**src/rtl/circuito_exp4.sv**
```systemverilog
// circuito_exp4 -- memory-sequence matching game.
//
// A round walks a 16x4 ROM. For every address the player's chaves are
// captured (registra), compared against the ROM word (comparacao) and,
// on a match, the address advances (proximo). A mismatch ends the round
// in fim_errou; matching all 16 words ends it in fim_acertou.
//
// Ports:
//   clock        system clock, rising edge
//   reset        asynchronous, active-high
//   iniciar      start request (honoured in inicial and both end states)
//   chaves[3:0]  player input, one-hot expected
//   pronto       round finished
//   acertou      all 16 entries matched
//   errou        a mismatch occurred
//   db_igual     comparator result (chaves register == ROM word)
//   db_iniciar   copy of iniciar
//   db_contagem, db_memoria, db_chaves, db_estado [6:0]
//                active-low 7-segment codes (bit0=a .. bit6=g)
//
// Configuration macro CIRCUITO_EXP4_DB_DISPLAY_EN: when defined, the four
// 7-segment debug outputs show the counter, ROM word, chaves register and
// state code; when undefined they are blank (7'b1111111).
module circuito_exp4 (
    input  logic       clock,
    input  logic       reset,
    input  logic       iniciar,
    input  logic [3:0] chaves,
    output logic       pronto,
    output logic       acertou,
    output logic       errou,
    output logic       db_igual,
    output logic       db_iniciar,
    output logic [6:0] db_contagem,
    output logic [6:0] db_memoria,
    output logic [6:0] db_chaves,
    output logic [6:0] db_estado
);

    typedef enum logic [3:0] {
        INICIAL     = 4'h0,
        PREPARACAO  = 4'h1,
        REGISTRA    = 4'h4,
        COMPARACAO  = 4'h5,
        PROXIMO     = 4'h6,
        FIM_ACERTOU = 4'hA,
        FIM_ERROU   = 4'hE
    } state_t;

    state_t     state_q, state_d;
    logic [3:0] cnt_q, cnt_d;
    logic [3:0] chv_q, chv_d;
    logic [3:0] rom_word;
    logic       fim_c;
    logic       zera, registra, conta;

    // ------------------------------------------------------------------
    // Datapath
    // ------------------------------------------------------------------
    always_comb begin
        rom_word = 4'b0001;
        case (cnt_q)
            4'h0: rom_word = 4'b0001;
            4'h1: rom_word = 4'b0010;
            4'h2: rom_word = 4'b0100;
            4'h3: rom_word = 4'b1000;
            4'h4: rom_word = 4'b0100;
            4'h5: rom_word = 4'b0010;
            4'h6: rom_word = 4'b0001;
            4'h7: rom_word = 4'b0001;
            4'h8: rom_word = 4'b0010;
            4'h9: rom_word = 4'b0010;
            4'hA: rom_word = 4'b0100;
            4'hB: rom_word = 4'b0100;
            4'hC: rom_word = 4'b1000;
            4'hD: rom_word = 4'b1000;
            4'hE: rom_word = 4'b0001;
            4'hF: rom_word = 4'b0100;
            default: rom_word = 4'b0001;
        endcase
    end

    assign fim_c    = (cnt_q == 4'hF);
    assign db_igual = (chv_q == rom_word);

    // Clear has priority over enable/load so preparacao always starts clean.
    always_comb begin
        cnt_d = cnt_q;
        chv_d = chv_q;
        if (zera) begin
            cnt_d = 4'h0;
            chv_d = 4'h0;
        end else begin
            if (conta)    cnt_d = cnt_q + 4'h1;
            if (registra) chv_d = chaves;
        end
    end

    always_ff @(posedge clock or posedge reset) begin
        if (reset) begin
            state_q <= INICIAL;
            cnt_q   <= 4'h0;
            chv_q   <= 4'h0;
        end else begin
            state_q <= state_d;
            cnt_q   <= cnt_d;
            chv_q   <= chv_d;
        end
    end

    // ------------------------------------------------------------------
    // Control FSM (next state + Moore control outputs)
    // ------------------------------------------------------------------
    always_comb begin
        state_d  = state_q;
        zera     = 1'b0;
        registra = 1'b0;
        conta    = 1'b0;
        pronto   = 1'b0;
        acertou  = 1'b0;
        errou    = 1'b0;
        case (state_q)
            INICIAL:     if (iniciar) state_d = PREPARACAO;
            PREPARACAO: begin
                zera    = 1'b1;
                state_d = REGISTRA;
            end
            REGISTRA: begin
                registra = 1'b1;
                state_d  = COMPARACAO;
            end
            COMPARACAO: begin
                if (!db_igual)  state_d = FIM_ERROU;
                else if (fim_c) state_d = FIM_ACERTOU;
                else            state_d = PROXIMO;
            end
            PROXIMO: begin
                conta   = 1'b1;
                state_d = REGISTRA;
            end
            FIM_ACERTOU: begin
                pronto  = 1'b1;
                acertou = 1'b1;
                if (iniciar) state_d = PREPARACAO;
            end
            FIM_ERROU: begin
                pronto = 1'b1;
                errou  = 1'b1;
                if (iniciar) state_d = PREPARACAO;
            end
            default:     state_d = INICIAL;
        endcase
    end

    assign db_iniciar = iniciar;

    // ------------------------------------------------------------------
    // Debug displays
    // ------------------------------------------------------------------
`ifdef CIRCUITO_EXP4_DB_DISPLAY_EN
    function automatic logic [6:0] hex7(input logic [3:0] v);
        case (v)
            4'h0: hex7 = 7'b1000000;
            4'h1: hex7 = 7'b1111001;
            4'h2: hex7 = 7'b0100100;
            4'h3: hex7 = 7'b0110000;
            4'h4: hex7 = 7'b0011001;
            4'h5: hex7 = 7'b0010010;
            4'h6: hex7 = 7'b0000010;
            4'h7: hex7 = 7'b1111000;
            4'h8: hex7 = 7'b0000000;
            4'h9: hex7 = 7'b0010000;
            4'hA: hex7 = 7'b0001000;
            4'hB: hex7 = 7'b0000011;
            4'hC: hex7 = 7'b1000110;
            4'hD: hex7 = 7'b0100001;
            4'hE: hex7 = 7'b0000110;
            4'hF: hex7 = 7'b0001110;
            default: hex7 = 7'b1111111;
        endcase
    endfunction

    assign db_contagem = hex7(cnt_q);
    assign db_memoria  = hex7(rom_word);
    assign db_chaves   = hex7(chv_q);
    assign db_estado   = hex7(state_q);
`else
    assign db_contagem = 7'b1111111;
    assign db_memoria  = 7'b1111111;
    assign db_chaves   = 7'b1111111;
    assign db_estado   = 7'b1111111;
`endif

endmodule

```
**config.mk**
```make
export PLATFORM = sky130hd
export DESIGN_NAME = circuito_exp4
export DESIGN_NICKNAME = d
export VERILOG_FILES = /design/src/rtl/circuito_exp4.sv
export SDC_FILE = /design/constraint.sdc
export NUM_CORES = 1
export LEC_CHECK = 0
export BUFFER_PORTS_ARGS = -buffer_cell sky130_fd_sc_hd__buf_2
export CAP_MARGIN = 15
export CORE_ASPECT_RATIO = 2
export CORE_MARGIN = 4
export CORE_UTILIZATION = 40
export CTS_CLUSTER_DIAMETER = 120
export DETAILED_ROUTE_END_ITERATION = 10
export PLACE_DENSITY = 0.67
export SETUP_SLACK_MARGIN = 0.1
export SLEW_MARGIN = 10
export SYNTH_ARGS = -nofsm -noshare
export SYNTH_HDL_FRONTEND = slang
export SYNTH_SLANG_ARGS = --single-unit
```
**constraint.sdc**
```tcl
create_clock -name clock -period 5.19 [get_ports clock]
set_clock_uncertainty 0.05 [all_clocks]
set_input_delay 0 -clock clock [delete_from_list [all_inputs] [get_ports clock]]
set_output_delay 0 -clock clock [all_outputs]
set_load 0.05 [all_outputs]
```
==> results.md, run 1 <==
- Status: finished clean
- First-pass GRT wire length: 3574 µm
- Worst Path Required: 5.14 ns
- Vias per cell: 5.169
- RSZ-0062 raised after global routing: no
- RD Place Congestion: 0.8024
- Ys flop type: dfrtp_1
- Seq/Total Area, Yosys: 27.37%
- Seq cells post-synth: 12
- Final Hold Fails: 0
- Final setup fails: 0
- H-tree levels: 1
- Post-DP Area: 1025 µm²
- CP startpoint: cnt_q[1]
- RR Endpoint: state_q[2]
- Flop2flop setup slack: 3.27 ns
- Crit path DAT: 2.24 ns
- Initial Utilization: 42.16%
- Logic pwr share: 51.6%
- Max Cap Viol: 0
- Syn Inst Count: 125
- Drt first-iter violations: 25
- Period utilisation layout: 44.03%
- Setup TNS: 0 ns
- Pin count of the biggest net entering global routing: 15
- Crit. End Element: output pin
- VDD IR max: 0.2529 mV
- RR Startpoint: cnt_q[1]
- Initial antenna violation count: 0
- Row cnt: 26
- Power Dens Cells: 624.9 nW/µm²
- Seq pwr share: 33.1%
- Clock transition at the registers of the reported paths: 0.05 ns
- Layout cell share with drive strength beyond 1: 13.64%
- Buffers on Ports: 11
- Startpoint types: flop
- Pleak: 0.5420 nW
- CTS resizes: 0
- Psw: 339.4 µW
- Fin nets: 145
- CTS root buffer: clkbuf_8
- Main combinational cell family by area after synthesis: buffers and inverters
- Worst skew pair latency: 0.24 ns
- Critical Path Sink: db_igual
- Post-synthesis simple-gate area fraction: 16.99%
- Synth Area per Inst: 8.778 µm²
- Post-Synth XOR/XNOR Area: 2.395%
- Synth Area in Compound Gates: 18.13%
- DIE HEIGHT: 82.07 µm
- Diodes inserted: 0
- Pint: 341.5 µW
- Worst hold path type: in -> reg
- TritonCTS clock tree: yes
- Adder-Cell Fraction of Synth Area: 5.701%
- Die X: 45.04 µm
- Initial DRT Pass Iterations: 3
- WL/cell: 13.95 µm
- Post-synth cell types: 36
- Crit Path Category: reg -> out
- # IOs: 40
- Drt drc: 0
- Clk sinks: 12
- Routed vias: 827
- Fin. max-slew vios: 0
- HPWL after detailed placement: 1763 µm
- Max Buffers Root-to-Sink: 2
- CP Max Fanout: 11
- Asr flop ratio synth: 100.0%
- Core area: 2603 µm²
- Fin area: 1090 µm²
- Post-synth EDFFs: 0
- Post-route worst setup slack: 2.905 ns
- Area Overhead vs Synth: -0.6837%
- Inserted Clock Buffers: 3
- Post-route ant nets: 0
- Gr usage total: 13.25%
- Mapped Area: 1097 µm²
- Hold path startpoint: iniciar
- Post-layout minimum cycle time: 2.285 ns
- Vias in the first global route: 781
- Yosys warnings: 0
- Post-synthesis mux area share: 2.965%
- Net Sw Frac: 49.85%
- Post-place setup slack: 3.172 ns
- Clock power share: 15.3%
- Global route total overflow: 0
- Max Clk Rate: 0.4376 GHz
- Reg2Reg Depth: 6
- Die area: 3696 µm²
- WL final: 2232 µm
-- layout by cell type (no fill, tap or decap), types with 3 or more instances in the layout --
master     n
buf_2     11
nor3_1     4
nand2b_1   3
inv_1      6
a21oi_1   10
conb_1    28
a211oi_1   3
dfrtp_1   12
clkbuf_8   4
a22o_1     8
ha_1       5
nor2_1    10
-- through the flow --
step / util (%) / std cells / power, mW / hold slack, ns
6_report: 41.88 / 160 / 0.6810 / 0.01162
5_1_grt: 41.88 / 160 / 0.7434 / 0.03530
4_1_cts: 41.88 / 160 / 0.6815 / 0.01378
3_5_place_dp: 39.38 / 155 / 0.5749 / -0.005786
3_3_place_gp: 39.38 / 155 / 0.5610 / -0.02274
2_1_floorplan: - / 152 / 0.5354 / -0.1853
-- cells in the mapped netlist (2+ instances only) --
library cell,instances,share of area (%)
xnor2_1,2,1.6
or3b_1,2,1.6
ha_1,5,5.7
nor2_1,10,3.4
buf_6,2,2.1
a21oi_1,10,4.6
a31oi_1,2,1.1
inv_1,6,2.1
nor3_1,4,1.8
nand2_1,2,0.68
dfrtp_1,12,27
clkbuf_1,3,1.0
and2_1,2,1.1
nand2b_1,3,1.7
a211oi_1,3,2.1
buf_4,30,21
a22o_1,8,6.4
-- logic make-up after synthesis --
logic type	count (synthesis)
buffers and inverters	42
and+or+nand+nor	32
AOI/OAI and AO/OA	28
DFF	12
adders and majority gates	5
xor gates and xnor gates	3
muxes	2
other	1
-- worst max-delay path, stage by stage (launching register included) --
cell and delay [ns]:
dfrtp_1 0.51, inv_1 0.11, ha_1 0.22, mux4_2 0.46, xor2_1 0.17, nor2_1 0.13
and2_1 0.13, buf_2 0.25
-- cell type report --
cell class / instances / area, µm²
fillers: 279 / 1513
multi-input cells: 98 / 611.8
flip-flops and latches: 12 / 300.3
repair buffers: 12 / 65.06
clock buffers: 4 / 55.05
well taps: 28 / 35.03
inverters: 6 / 22.52
-- sequential cells by signal, summed over array words and instances (netlist names) --
register / cells
chv_q: 4
cnt_q: 4
state_q: 4
-- power by group through the flow --
stage          Clock, mW  Sequential (mW)  Combinational (mW)
2_1_floorplan          0            0.163               0.372
3_3_place_gp           0            0.221               0.340
3_5_place_dp           0            0.225               0.350
4_1_cts            0.106            0.223               0.352
5_1_grt            0.112            0.236               0.395
6_report           0.104            0.225               0.352
-- metal layers --
layer  GRT usage (%)  vias up  wire [µm]
met1           12.82      400        788
met4           6.745        0         40
met3           2.632        5        133
met2           24.86       27       1269
met5               0        -          0
li1                -      395          -
-- worst min-delay path by stage --
stage,endpoint,cells after the start
2_1_floorplan,chv_q[0],1
3_3_place_gp,chv_q[1],2
3_5_place_dp,state_q[0],2
4_1_cts,state_q[0],3
5_1_grt,state_q[0],3
6_report,state_q[0],3
-- timing repair --
item	CTS	global route
hold buffers	1	0
hold endpoints to repair	12	0
setup endpoints to repair	0	0
setup buffers	0	0
No activity file was read; power rests on OpenSTA's default activity.
==> inputs of run 2 (changes only) <==
- ABC_AREA: not set -> 1
- CORE_ASPECT_RATIO: 2 -> not set
- PLACE_DENSITY: 0.67 -> 0.68
- clock period: 5.19 -> 2.4 ns (I/O delays scaled with it)
==> run 2 against run 1 <==
Against the previous run: sequential share of layout area is 0.063 points lower; non-clock buffer count rose by 5; cell count up 23%; sequential cell count stayed put; setup slack worse by 2.5 ns; largest power group unchanged; routed wire length is 12% lower; global-route usage decreased by 1.1 points; highest routed layer unchanged; via count up 2.5%; register-to-register slack got worse by 2.6 ns; cell area increased by 0.23%; first-iteration DRC count down 44%.
==> results.md, run 2 <==
- Pleak: 0.6343 nW (+17%)
- Gr usage total: 12.18% (-1.1 points)
- Post-route ant nets: 0 (unchanged)
- Initial DRT Pass Iterations: 4 (+1)
- WL/cell: 10.07 µm (-28%)
- Most frequent cells in the layout: nand2_1, conb_1, inv_1
- Routed vias: 848 (+2.5%)
- Post-place setup slack: 0.7056 ns (-2.466 ns)
- Main combinational cell family by area after synthesis: buffers and inverters
- Mapped Area: 1033 µm² (-5.8%)
- Initial Utilization: 41.72% (-0.45 points)
- Post-layout minimum cycle time: 2.011 ns
- H-tree levels: 1 (unchanged)
- WL final: 1974 µm (-12%)
- Diodes inserted: 0 (unchanged)
- Period utilisation layout: 83.80%
- Vias per cell: 4.327 (-16%)
- Global route total overflow: 0 (unchanged)
- Worst Path Required: 2.35 ns (-2.79 ns)
- Vias in the first global route: 803 (+2.8%)
- Crit path DAT: 1.96 ns (-0.28 ns)
- Post-route worst setup slack: 0.3887 ns (-2.516 ns)
- Postcts setup bufs: 0 (unchanged)
- Status: finished clean
- Adder-Cell Fraction of Synth Area: 6.053% (+0.35 points)
- Final setup fails: 0 (unchanged)
- Worst skew pair latency: 0.27 ns (+0.03 ns)
- Crit Path Category: reg -> out
- TritonCTS clock tree: yes
- HPWL after detailed placement: 1625 µm (-7.8%)
- Seq cells post-synth: 12 (unchanged)
- Post-synth top cells: nand2_1, buf_4, inv_1
- RSZ-0062 raised after global routing: no
- Most common cell after layout, fill and taps aside: nand2_1
- Crit. End Element: output pin
- Yosys warnings: 0 (unchanged)
- Cts hold-fix bufs: 6 (+5)
- RD Place Congestion: 0.8762 (+9.2%)
- Post-synthesis simple-gate area fraction: 28.57% (+12 points)
- Layout cell share with drive strength beyond 1: 12.65% (-0.99 points)
- CTS root buffer: clkbuf_4
- Syn Inst Count: 148 (+18%)
- Inserted Clock Buffers: 3 (unchanged)
- First-pass GRT wire length: 3256 µm (-8.9%)
- Area Overhead vs Synth: 5.690%
- CTS resizes: 0 (unchanged)
- Power Dens Cells: 993.1 nW/µm² (+59%)
- Post-synth cell types: 20 (-44%)
- Ys flop type: dfrtp_1
- Clk sinks: 12 (unchanged)
- Fin. max-slew vios: 0 (unchanged)
- Synth Area in Compound Gates: 6.174% (-12 points)
- Top Registers: chv_q: 4 flops, cnt_q: 4 flops, state_q: 4 flops
- Area leader, netlist: dfrtp_1
- Fin area: 1092 µm² (+0.23%)
- Die area: 3461 µm² (-6.4%)
- Die X: 58.83 µm (+31%)
- Fin nets: 180 (+24%)
- Clock transition at the registers of the reported paths: 0.07 ns (+0.02 ns)
- VDD IR max: 0.5483 mV (+120%)
- Pin count of the biggest net entering global routing: 13 (-2)
- Row cnt: 18 (-31%)
- Worst hold path type: in -> async
- Post-Synth XOR/XNOR Area: 0% (-2.4 points)
- Area contributors post-synth: dfrtp_1, buf_4, nand2_1
- Post-synthesis mux area share: 0% (-3.0 points)
- Buffers on Ports: 11 (unchanged)
- Core area: 2477 µm² (-4.8%)
- Post-synth EDFFs: 0 (unchanged)
- Drt drc: 0 (unchanged)
- DIE HEIGHT: 58.83 µm (-28%)
- CP Max Fanout: 7 (-4)
- Max Clk Rate: 0.4972 GHz
- Initial antenna violation count: 0 (unchanged)
- Max Buffers Root-to-Sink: 2 (unchanged)
- Startpoint types: flop
- Final Hold Fails: 0 (unchanged)
- Max Cap Viol: 0 (unchanged)
- # IOs: 40 (unchanged)
- Setup TNS: 0 ns (unchanged)
- Synth top area share: 29.06% (+1.7 points)
- Post-DP Area: 1010 µm² (-1.5%)
- Most frequent cell after synthesis: nand2_1
- Asr flop ratio synth: 100.0% (unchanged)
- Seq/Total Area, Yosys: 29.06% (+1.7 points)
- Drt first-iter violations: 14 (-44%)
- Synth Area per Inst: 6.983 µm² (-20%)
[run 2: area by class of cell]
| type | instances | area [µm²] |
|---|---|---|
| Multi-Input combinational cell | 110 | 526.8 |
| Timing Repair Buffer | 17 | 115.1 |
| Fill cell | 275 | 1385 |
| Tap cell | 30 | 37.54 |
| Sequential cell | 12 | 300.3 |
| Clock buffer | 3 | 22.52 |
| Inverter | 24 | 90.09 |
[run 2: final timing paths]
kind	startpoint	endpoint	slack, ns	cells past startpoint
min reg2reg	state_q[2]	state_q[2]	0.49	2
max in group asynchronous	reset	state_q[2]	1.77	3
max	cnt_q[1]	db_igual	0.39	10
min	reset	cnt_q[3]	0.22	3
max reg2reg	cnt_q[1]	state_q[3]	0.71	11
min in group clock	chaves[2]	chv_q[2]	0.42	4
[run 2: critical path, cell delays in order (launching register included)]
cell and delay (ns):
dfrtp_1 0.42, inv_1 0.21, ha_1 0.22, inv_1 0.04, nand2_1 0.06, nand3_1 0.09
nand2_1 0.07, nand2_1 0.05, nand2_1 0.11, and3_1 0.17, buf_2 0.26
[run 2: metal layers]
layer | global-route usage (%) | share of wire, %
met1 | 14.61 | 42
met5 | 0 | 0
met2 | 20.50 | 50
met4 | 3.883 | 0.56
met3 | 3.947 | 6.9
[run 2: cell families (layout without fill, tap and decap cells)]
family | after synthesis | in the layout
buf+inv | 53 | 44
compound gates | 12 | 12
flops | 12 | 12
simple gates | 65 | 65
fa+ha+maj | 5 | 5
other cells | 1 | 28
[run 2: per-stage QoR]
step | total power [mW] | hold WS [ns] | util (%) | cells
after detailed placement | 0.9639 | -0.007179 | 40.76 | 187
final | 1.085 | 0.2166 | 44.09 | 196
after CTS | 1.096 | 0.2221 | 44.09 | 196
after global placement | 0.9383 | -0.01384 | 40.76 | 187
after global routing | 1.203 | 0.2650 | 44.09 | 196
after floorplan | 0.8720 | -0.1853 | - | 175
[run 2: report_power, final]
group / internal [mW] / switching (mW) / total [mW]
sequential: 0.272 / 0.0568 / 0.328
clock: 0.0581 / 0.0614 / 0.119
combinational: 0.177 / 0.459 / 0.637
total: 0.507 / 0.578 / 1.08
==> inputs of run 3 (changes only) <==
- clock period: 2.4 -> 1.9 ns (I/O delays scaled with it)
==> run 3 against run 2 <==
Against the previous run: sequential share of layout area decreased by 2.6 points; die area is the same; cell count rose by 3.1%; global-route usage increased by 0.50 points; total power increased by 46%; critical path depth is 1 lower; sequential power increased by 31%; via count rose by 7.3%; largest cell class unchanged; highest routed layer unchanged.
==> results.md, run 3 (same netlist as run 2, synthesis figures left out) <==
- RD Place Congestion: 0.8762 (unchanged)
- Pin count of the biggest net entering global routing: 13 (unchanged)
- Max Cap Viol: 0 (unchanged)
- Pleak: 0.6680 nW (+5.3%)
- Layout cell share with drive strength beyond 1: 24.42% (+12 points)
- HPWL after detailed placement: 1625 µm (unchanged)
- Fill cell instance count of the final layout: 251 (-8.7%)
- Post-route worst setup slack: 0.1098 ns (-0.2789 ns)
- Crit. End Element: output pin
- Row cnt: 18 (unchanged)
- Period utilisation layout: 94.22%
- TritonCTS clock tree: yes
- Top Registers: chv_q: 4 flops, cnt_q: 4 flops, state_q: 4 flops
- Buffers on Ports: 11 (unchanged)
- Final Hold Fails: 0 (unchanged)
- H-tree levels: 1 (unchanged)
- Crit Path Category: reg -> out
- Post-layout minimum cycle time: 1.790 ns
- Max Clk Rate: 0.5586 GHz
- Drt drc: 0 (unchanged)
- Max Buffers Root-to-Sink: 2 (unchanged)
- Clock transition at the registers of the reported paths: 0.08 ns (about the same)
- Vias in the first global route: 845 (+5.2%)
- Core area: 2477 µm² (unchanged)
- Placed cells: 187 (unchanged)
- Fin nets: 186 (+3.3%)
- Startpoint types: flop
- Vias per cell: 4.505 (+4.1%)
- Gr usage total: 12.68% (+0.50 points)
- Status: finished clean
- Post-route ant nets: 0 (unchanged)
- CP Max Fanout: 4 (-3)
- Drt first-iter violations: 13 (-1)
- Area of all sequential standard cells: 302.8 µm² (+0.83%)
- Final setup fails: 0 (unchanged)
- Non-Filler Instances: 202 (+3.1%)
- Worst Path Required: 1.85 ns (-0.50 ns)
- WL final: 2197 µm (+11%)
- Crit path DAT: 1.74 ns (-0.22 ns)
- Initial antenna violation count: 0 (unchanged)
- Routed vias: 910 (+7.3%)
- Fin. max-slew vios: 0 (unchanged)
- Worst skew pair latency: 0.28 ns (about the same)
- RSZ-0062 raised after global routing: yes
- DIE HEIGHT: 58.83 µm (unchanged)
- Initial DRT Pass Iterations: 4 (unchanged)
- Area Overhead vs Synth: 17.68%
- # IOs: 40 (unchanged)
- First-pass GRT wire length: 3381 µm (+3.8%)
- Reg2Reg Depth: 11 (unchanged)
- Most frequent cells in the layout: nand2_1, conb_1, inv_1
- Diodes inserted: 0 (unchanged)
- CTS root buffer: clkbuf_4
- Die X: 58.83 µm (unchanged)
- Inserted Clock Buffers: 3 (unchanged)
- Multi-input logic area: 586.8 µm² (+11%)
- Die area: 3461 µm² (unchanged)
- Clk sinks: 12 (unchanged)
- Post-place setup slack: 0.2056 ns (-0.5000 ns)
- VDD IR max: 0.7515 mV (+37%)
- Power Dens Cells: 1302 nW/µm² (+31%)
- Initial Utilization: 41.72% (unchanged)
- WL/cell: 10.88 µm (+8.0%)
- Most common cell after layout, fill and taps aside: nand2_1
- Global route total overflow: 0 (unchanged)
- Worst hold path type: in -> async
-- run 3: what timing repair did --
action                                 CTS  global route
resized for setup                        9            14
pin swaps                                6             7
hold buffers                             6             0
endpoints found under the hold margin   18             0
setup endpoints to repair                1             1
setup buffers                            4             2
-- run 3: stage by stage --
stage | power, mW | instance area [µm²] | hold WS (ns) | util [%] | TNS [ns]
5_1_grt | 1.736 | 1216 | 0.2645 | 49.09 | -0.01460
2_1_floorplan | 1.101 | 1135 | -0.1853 | - | 0
3_3_place_gp | 1.185 | 1010 | -0.01384 | 40.76 | 0
3_5_place_dp | 1.218 | 1010 | -0.007179 | 40.76 | 0
6_report | 1.583 | 1216 | 0.2104 | 49.09 | 0
4_1_cts | 1.495 | 1145 | 0.2221 | 46.21 | 0
-- run 3: layer usage --
metal	vias up	share of wire [%]	track usage [%]
li1	452	-	-
met5	-	0	0
met4	0	1.5	4.531
met1	414	38	14.48
met2	38	52	21.77
met3	6	8.1	4.386
-- run 3: path summary, 6_finish.rpt --
kind                              endpoint        from  slack [ns]
worst max-delay path              db_igual    cnt_q[0]        0.11
max in group asynchronous         cnt_q[0]       reset        1.24
worst min register to register  state_q[2]  state_q[2]        0.50
worst max register to register  state_q[3]    cnt_q[0]        0.24
worst min-delay path              cnt_q[3]       reset        0.21
min in group clock                chv_q[2]   chaves[2]        0.41
-- run 3: worst max-delay path: stages (launching register included) --
cell and delay, ns:
dfrtp_2 0.46, ha_4 0.19, ha_4 0.15, nand2_2 0.06, nand2_1 0.06, nand2_2 0.07
nand2_4 0.05, nor2_4 0.08, and3_4 0.20, buf_8 0.14
-- run 3: area by class of cell --
type | count | area share [%]
Tap cell | 30 | 3.086
Inverter | 24 | 7.613
Timing Repair Buffer | 23 | 14.30
Multi-Input combinational cell | 110 | 48.25
Sequential cell | 12 | 24.90
Clock buffer | 3 | 1.852
-- run 3: where the power goes --
group	switching [mW]	internal [mW]
registers	0.0838	0.346
logic	0.640	0.359
clock network	0.0817	0.0735
total	0.805	0.778
